===== src/rtl/apb_pkg.sv =====
// Shared types and defaults for the APB completer slice.
// `AW / `DW may be predefined to change the default bus widths.
`ifndef AW
`define AW 8
`endif
`ifndef DW
`define DW 8
`endif

package apb_pkg;

    typedef enum logic {IDLE = 1'b0, ACCESS = 1'b1} apb_cmp_state_e;

    localparam int AW_DEFAULT = `AW;
    localparam int DW_DEFAULT = `DW;

    // Wait counter must hold WAIT_STATES; a zero-wait build still needs one bit.
    function automatic int cnt_width(input int ws);
        int w;
        w = $clog2(ws + 1);
        return (w < 1) ? 1 : w;
    endfunction

endpackage


===== src/rtl/apb_completer_regfile.sv =====
// DEPTH x DW register file: async clear, one write port, one registered read port.
// rd_clr loads zero instead of array data (used for error responses).
module apb_completer_regfile #(
    parameter int DW    = 8,
    parameter int DEPTH = 64,
    parameter int IW    = 6
) (
    input  logic          pclk,
    input  logic          presetn,
    input  logic          wr_en,
    input  logic [IW-1:0] wr_addr,
    input  logic [DW-1:0] wr_data,
    input  logic          rd_en,
    input  logic          rd_clr,
    input  logic [IW-1:0] rd_addr,
    output logic [DW-1:0] rd_data
);

    logic [DW-1:0] mem [DEPTH];

    always_ff @(posedge pclk or negedge presetn) begin
        if (!presetn) begin
            for (int i = 0; i < DEPTH; i++) begin
                mem[i] <= '0;
            end
        end else if (wr_en) begin
            mem[wr_addr] <= wr_data;
        end
    end

    always_ff @(posedge pclk or negedge presetn) begin
        if (!presetn) begin
            rd_data <= '0;
        end else if (rd_en) begin
            rd_data <= rd_clr ? '0 : mem[rd_addr];
        end
    end

endmodule


===== src/rtl/apb_completer.sv =====
// APB completer with fixed wait states in front of a local register file.
// Define APB_SLVERR_EN to answer out-of-range addresses with pslverr instead of aliasing.
module apb_completer
    import apb_pkg::*;
#(
    parameter int AW          = AW_DEFAULT,
    parameter int DW          = DW_DEFAULT,
    parameter int DEPTH       = 64,
    parameter int WAIT_STATES = 1
) (
    input  logic          pclk,
    input  logic          presetn,
    input  logic          psel,
    input  logic          penable,
    input  logic          pwrite,
    input  logic [AW-1:0] paddr,
    input  logic [DW-1:0] pwdata,
    output logic          pready,
    output logic [DW-1:0] prdata,
    output logic          pslverr
);

    localparam int CW = cnt_width(WAIT_STATES);
    localparam int IW = (DEPTH > 1) ? $clog2(DEPTH) : 1;
    localparam logic [CW-1:0] CNT_LOAD = CW'(WAIT_STATES);
    localparam logic [CW-1:0] CNT_ONE  = CW'(1);

    apb_cmp_state_e state;
    logic [CW-1:0]  cnt;
    logic           err_q;
    logic           addr_err;
    logic           setup;
    logic           ready_cyc;
    logic           complete;
    logic           enter_ready;

    assign setup     = (state == IDLE) && psel && !penable;
    assign ready_cyc = (state == ACCESS) && (cnt == '0);
    assign complete  = ready_cyc && psel && penable;
    // Read data is fetched on the edge into the ready cycle so it is valid with pready.
    assign enter_ready = (setup && (WAIT_STATES == 0)) ||
                         ((state == ACCESS) && psel && (cnt == CNT_ONE));
    assign pready    = ready_cyc;

`ifdef APB_SLVERR_EN
    assign addr_err = ({1'b0, paddr} >= (AW + 1)'(DEPTH));
    assign pslverr  = ready_cyc & err_q;
`else
    logic unused_paddr;
    assign unused_paddr = ^paddr;
    assign addr_err = 1'b0;
    assign pslverr  = 1'b0;
`endif

    always_ff @(posedge pclk or negedge presetn) begin
        if (!presetn) begin
            state <= IDLE;
            cnt   <= '0;
            err_q <= 1'b0;
        end else begin
            case (state)
                IDLE: begin
                    if (setup) begin
                        state <= ACCESS;
                        cnt   <= CNT_LOAD;
                        err_q <= addr_err;
                    end
                end
                ACCESS: begin
                    if (!psel) begin
                        state <= IDLE;
                        cnt   <= '0;
                        err_q <= 1'b0;
                    end else if (cnt != '0) begin
                        cnt <= cnt - CNT_ONE;
                    end else if (penable) begin
                        state <= IDLE;
                        err_q <= 1'b0;
                    end
                end
                default: state <= IDLE;
            endcase
        end
    end

    apb_completer_regfile #(
        .DW    (DW),
        .DEPTH (DEPTH),
        .IW    (IW)
    ) u_regfile (
        .pclk    (pclk),
        .presetn (presetn),
        .wr_en   (complete && pwrite && !err_q),
        .wr_addr (paddr[IW-1:0]),
        .wr_data (pwdata),
        .rd_en   (enter_ready && !pwrite),
        .rd_clr  (addr_err),
        .rd_addr (paddr[IW-1:0]),
        .rd_data (prdata)
    );

endmodule

===== config.mk =====
export PLATFORM = sky130hd
export DESIGN_NAME = apb_completer
export DESIGN_NICKNAME = d
export VERILOG_FILES = /design/src/rtl/apb_pkg.sv /design/src/rtl/apb_completer_regfile.sv /design/src/rtl/apb_completer.sv
export SDC_FILE = /design/constraint.sdc
export NUM_CORES = 1
export LEC_CHECK = 0
export ABC_CLOCK_PERIOD_IN_PS = 3270
export CORE_MARGIN = 5
export CORE_UTILIZATION = 65
export CTS_CLUSTER_DIAMETER = 40
export DETAILED_ROUTE_END_ITERATION = 10
export GPL_TIMING_DRIVEN = 0
export PLACE_DENSITY_LB_ADDON = 0.25
export SLEW_MARGIN = 20
export SYNTH_ARGS = -nofsm -noshare
export SYNTH_HDL_FRONTEND = slang
export SYNTH_SLANG_ARGS = --single-unit

===== constraint.sdc =====
create_clock -name pclk -period 3.27 [get_ports pclk]
set_input_delay 0.654 -clock pclk [delete_from_list [all_inputs] [get_ports pclk]]
set_output_delay 0.654 -clock pclk [all_outputs]
set_load 0.05 [all_outputs]

==> results.txt <==
The run finished, with violations left. The checks that failed: setup timing. The number of nets in the final layout came out at 1812. In this run the tightest slew margin relative to its limit is 22.6%. The number of ports placed on the die boundary is 31. The final weighted congestion in routability-driven placement came out at 1.05. The worst setup path is launched from an input port.

The detailed placer's ending HPWL is 53700 um. The number of clock sinks came out at 522. Setup repair after global routing could not meet its margin everywhere. The synthesized flop and latch total is 522. The via count of the first global-routing pass was 17400. The critical path buffer and inverter count is 3. The initial core utilization came out at 65.8%. The final period demand of the worst path is 3390 ps.

The number of H-tree levels came out at 3. The worst-case clock skew is 22.6 ps. After clock tree synthesis, the clock-pin slew on the worst setup and hold paths is 50 ps. Of the post-synthesis cell area, the dominant cell type holds 54.2%. The synthesized netlist cell count is 1698. The area growth from synthesis to layout is 14.4%. The type of the tightest min-delay check is reg -> reg. The die width came out at 203 um. Setup violations remaining at the end of the flow were counted as 4. The total core area came out at 36600 um2. The routed wire length came out at 82100 um.

The library cells used most frequently in the layout, excluding fill and tap cells, are sky130_fd_sc_hd__mux2_2, sky130_fd_sc_hd__dfrtp_1, sky130_fd_sc_hd__mux2i_1, sky130_fd_sc_hd__clkbuf_16, sky130_fd_sc_hd__clkbuf_1. In this run, CTS created clock tree buffers numbering 68. After synthesis, the cell types taking the most area are sky130_fd_sc_hd__dfrtp_1, sky130_fd_sc_hd__mux2_2, sky130_fd_sc_hd__mux4_2. After detailed routing, the number of vias per cell comes to 7.34. The worst-case IR drop observed on VDD is 0.609 mV.

The length of the first detailed-routing pass in iterations came out at 5. The share of the Yosys chip area taken by registers is 54.2%. The per-cell routed wire length came out at 35.5 um. In this run the cell area measured after placement is 25000 um2. The library cell used most frequently in the layout, excluding fill and tap cells, is sky130_fd_sc_hd__mux2_2. The number of buffers on the longest clock path is 3. The number of flops mapped to enable cells by yosys is 0. Traced cell by cell, the critical path runs through clkdlybuf4s50_1 -> buf_2 -> nor2_2 -> clkbuf_2 -> a22oi_1 -> a31oi_1 -> a21boi_0 -> a41oi_1.

The count of different cell masters after synthesis is 66. The cell area that synthesis handed to floorplanning was 24100 um2. The final worst setup slack is -124 ps. The stage delay of the slowest cell on the critical path came out at 780 ps.

The net count of the mapped netlist is 1719. Across every metal layer, demand over resource in global routing totals 40.2%. The setup path with the least slack is of type in -> reg.

Adding up every negative setup slack in the final design gives -306 ps. For this run, asynchronously set or reset flops after synthesis account for 100%. The global-route wire length before repair is 119000 um. The number of setup buffers added after CTS is 0. The number of port buffers is 17. The overflow left after global routing is 0.

The required arrival time at the worst endpoint came out at 3710 ps. The arrival time at the worst endpoint is 3830 ps. Summed over all cells, the static leakage comes to 13.4 nW.

The remaining design rule violation count came out at 0. Clock tree synthesis selected as its root buffer the cell sky130_fd_sc_hd__clkbuf_16. The initial antenna violation count is 3. The most common flop cell mapped by yosys is sky130_fd_sc_hd__dfrtp_1.

The total number of vias came out at 17000. The final count of hold timing violations is 0. The source-to-sink clock delay at the later pin of the worst-skew pair came out at 590 ps. The height of the die came out at 203 um.

The filler cell count in the final layout came out at 2282. Across the run, the number of max-cap violations was 0. The number of slew-limit violations in the final report came to 0.

The die outline area came out at 41000 um2. The slowest stage of the critical path is the sky130_fd_sc_hd__nor2_2 cell. The nature of the critical path endpoint is a flop. The detail route stage leaves a number of antenna-violating nets equal to 0. The cell row count is 70.

At the pin with the least slew margin, the transition time is 1160 ps. A synthesized cell averages 14.2 um2. Based on the critical path, the design can be clocked at up to 295 MHz.

The pin count of the biggest net entering global routing is 100. The Yosys warning count came out at 0. The area of all placed cells without fillers is 27600 um2.

The post-route clock period utilization is 104%. The synthesized design spends more area on one cell type than any other, namely sky130_fd_sc_hd__dfrtp_1. TritonCTS built the clock tree. Of all nets on the critical path, the largest fanout is 10. The critical path's top delay family is buffers and inverters. The total power divided by cell area came out at 581 nW/um2. The ratio of cells with drive above 1 in the final layout came out at 43.8%.

The number of violations reported at the end of detailed-routing iteration 0 came out at 2195.
## registers in the layout, indices dropped and copies added (netlist names)
register,cells
u_regfile.rd_data,8
u_regfile.mem,512
cnt,1
state,1
## final cells by class
type	instances	area, um2	area share, %
Timing Repair Buffer	24	330	1.20
Antenna cell	5	12.5	0.0454
Clock inverter	33	514	1.87
Multi-Input combinational cell	1042	10500	37.9
Inverter	4	20.0	0.0726
Tap cell	468	586	2.12
Buffer	129	628	2.28
Clock buffer	88	1960	7.12
Sequential cell	522	13100	47.4
## worst paths after layout
check | from | end | slack (ps) | cells after the start
setup / recovery | paddr[2] | u_regfile.rd_data[4]$_DFFE_PN0P_ | -120 | 8
hold / removal | u_regfile.mem[490]$_DFFE_PN0P_ | u_regfile.mem[490]$_DFFE_PN0P_ | 500 | 1
setup reg to reg | cnt$_DFFE_PN0P_ | u_regfile.mem[163]$_DFFE_PN0P_ | 330 | 6
hold reg to reg | u_regfile.mem[490]$_DFFE_PN0P_ | u_regfile.mem[490]$_DFFE_PN0P_ | 500 | 1
max in group asynchronous | presetn | u_regfile.mem[134]$_DFFE_PN0P_ | 1010 | 5
min in group asynchronous | presetn | state$_DFF_PN0_ | 580 | 2
## kinds of logic after synthesis
| family | after synthesis | share of synthesized area (%) |
|---|---|---|
| mux | 654 | 32.4 |
| flops | 522 | 54.2 |
| compound gates | 199 | 6.24 |
| simple gates | 188 | 4.59 |
| buf+inv | 134 | 2.56 |
| other cells | 1 | 0.0156 |
## metrics by stage
step                hold WS (ps)  utilization (%)  setup WS [ps]  instances  total power, mW
floorplan                    358                -            924       1698             7.33
global placement             470             67.9         -20760       2183             7.91
detailed placement           487             68.3           -951       2189             7.94
CTS                          499             75.2          -1.98       2310             15.9
global route                 505             75.3           -101       2310             16.3
finish                       501             75.3           -124       2315             16.0
## cell usage after synthesis (all sizes together), types with 7 or more instances
| master | number |
|---|---|
| nand3 | 10 |
| mux2i | 82 |
| nand2 | 65 |
| and3 | 8 |
| nor2b | 8 |
| buf | 67 |
| o22ai | 13 |
| a31oi | 13 |
| and2 | 7 |
| a21oi | 15 |
| mux4 | 47 |
| o22a | 8 |
| a22oi | 39 |
| a221oi | 55 |
| clkbuf | 63 |
| mux2 | 525 |
| dfrtp | 522 |
| o21ai | 18 |
| nor2 | 52 |
## per-layer routing
layer,vias up,global-route usage [%],share of wire [%]
li1,6565,-,-
met1,8830,52.7,37
met2,1252,58.7,44
met3,345,13.2,12
met4,4,24.5,6.9
met5,-,0,0.027
## power by group
| part | switching (mW) | internal [mW] |
|---|---|---|
| Sequential | 0.0858 | 6.58 |
| Combinational | 0.880 | 0.334 |
| Clock | 2.94 | 5.20 |
## repair_timing
action / 4_1_cts / 5_1_grt
setup endpoints to repair: 15 / 63
pin swaps: 0 / 0
hold endpoints to repair: 24 / 0
gates resized for setup: 15 / 11
hold buffers: 1 / 0
Note: power is estimated with default switching activity, not from simulation.
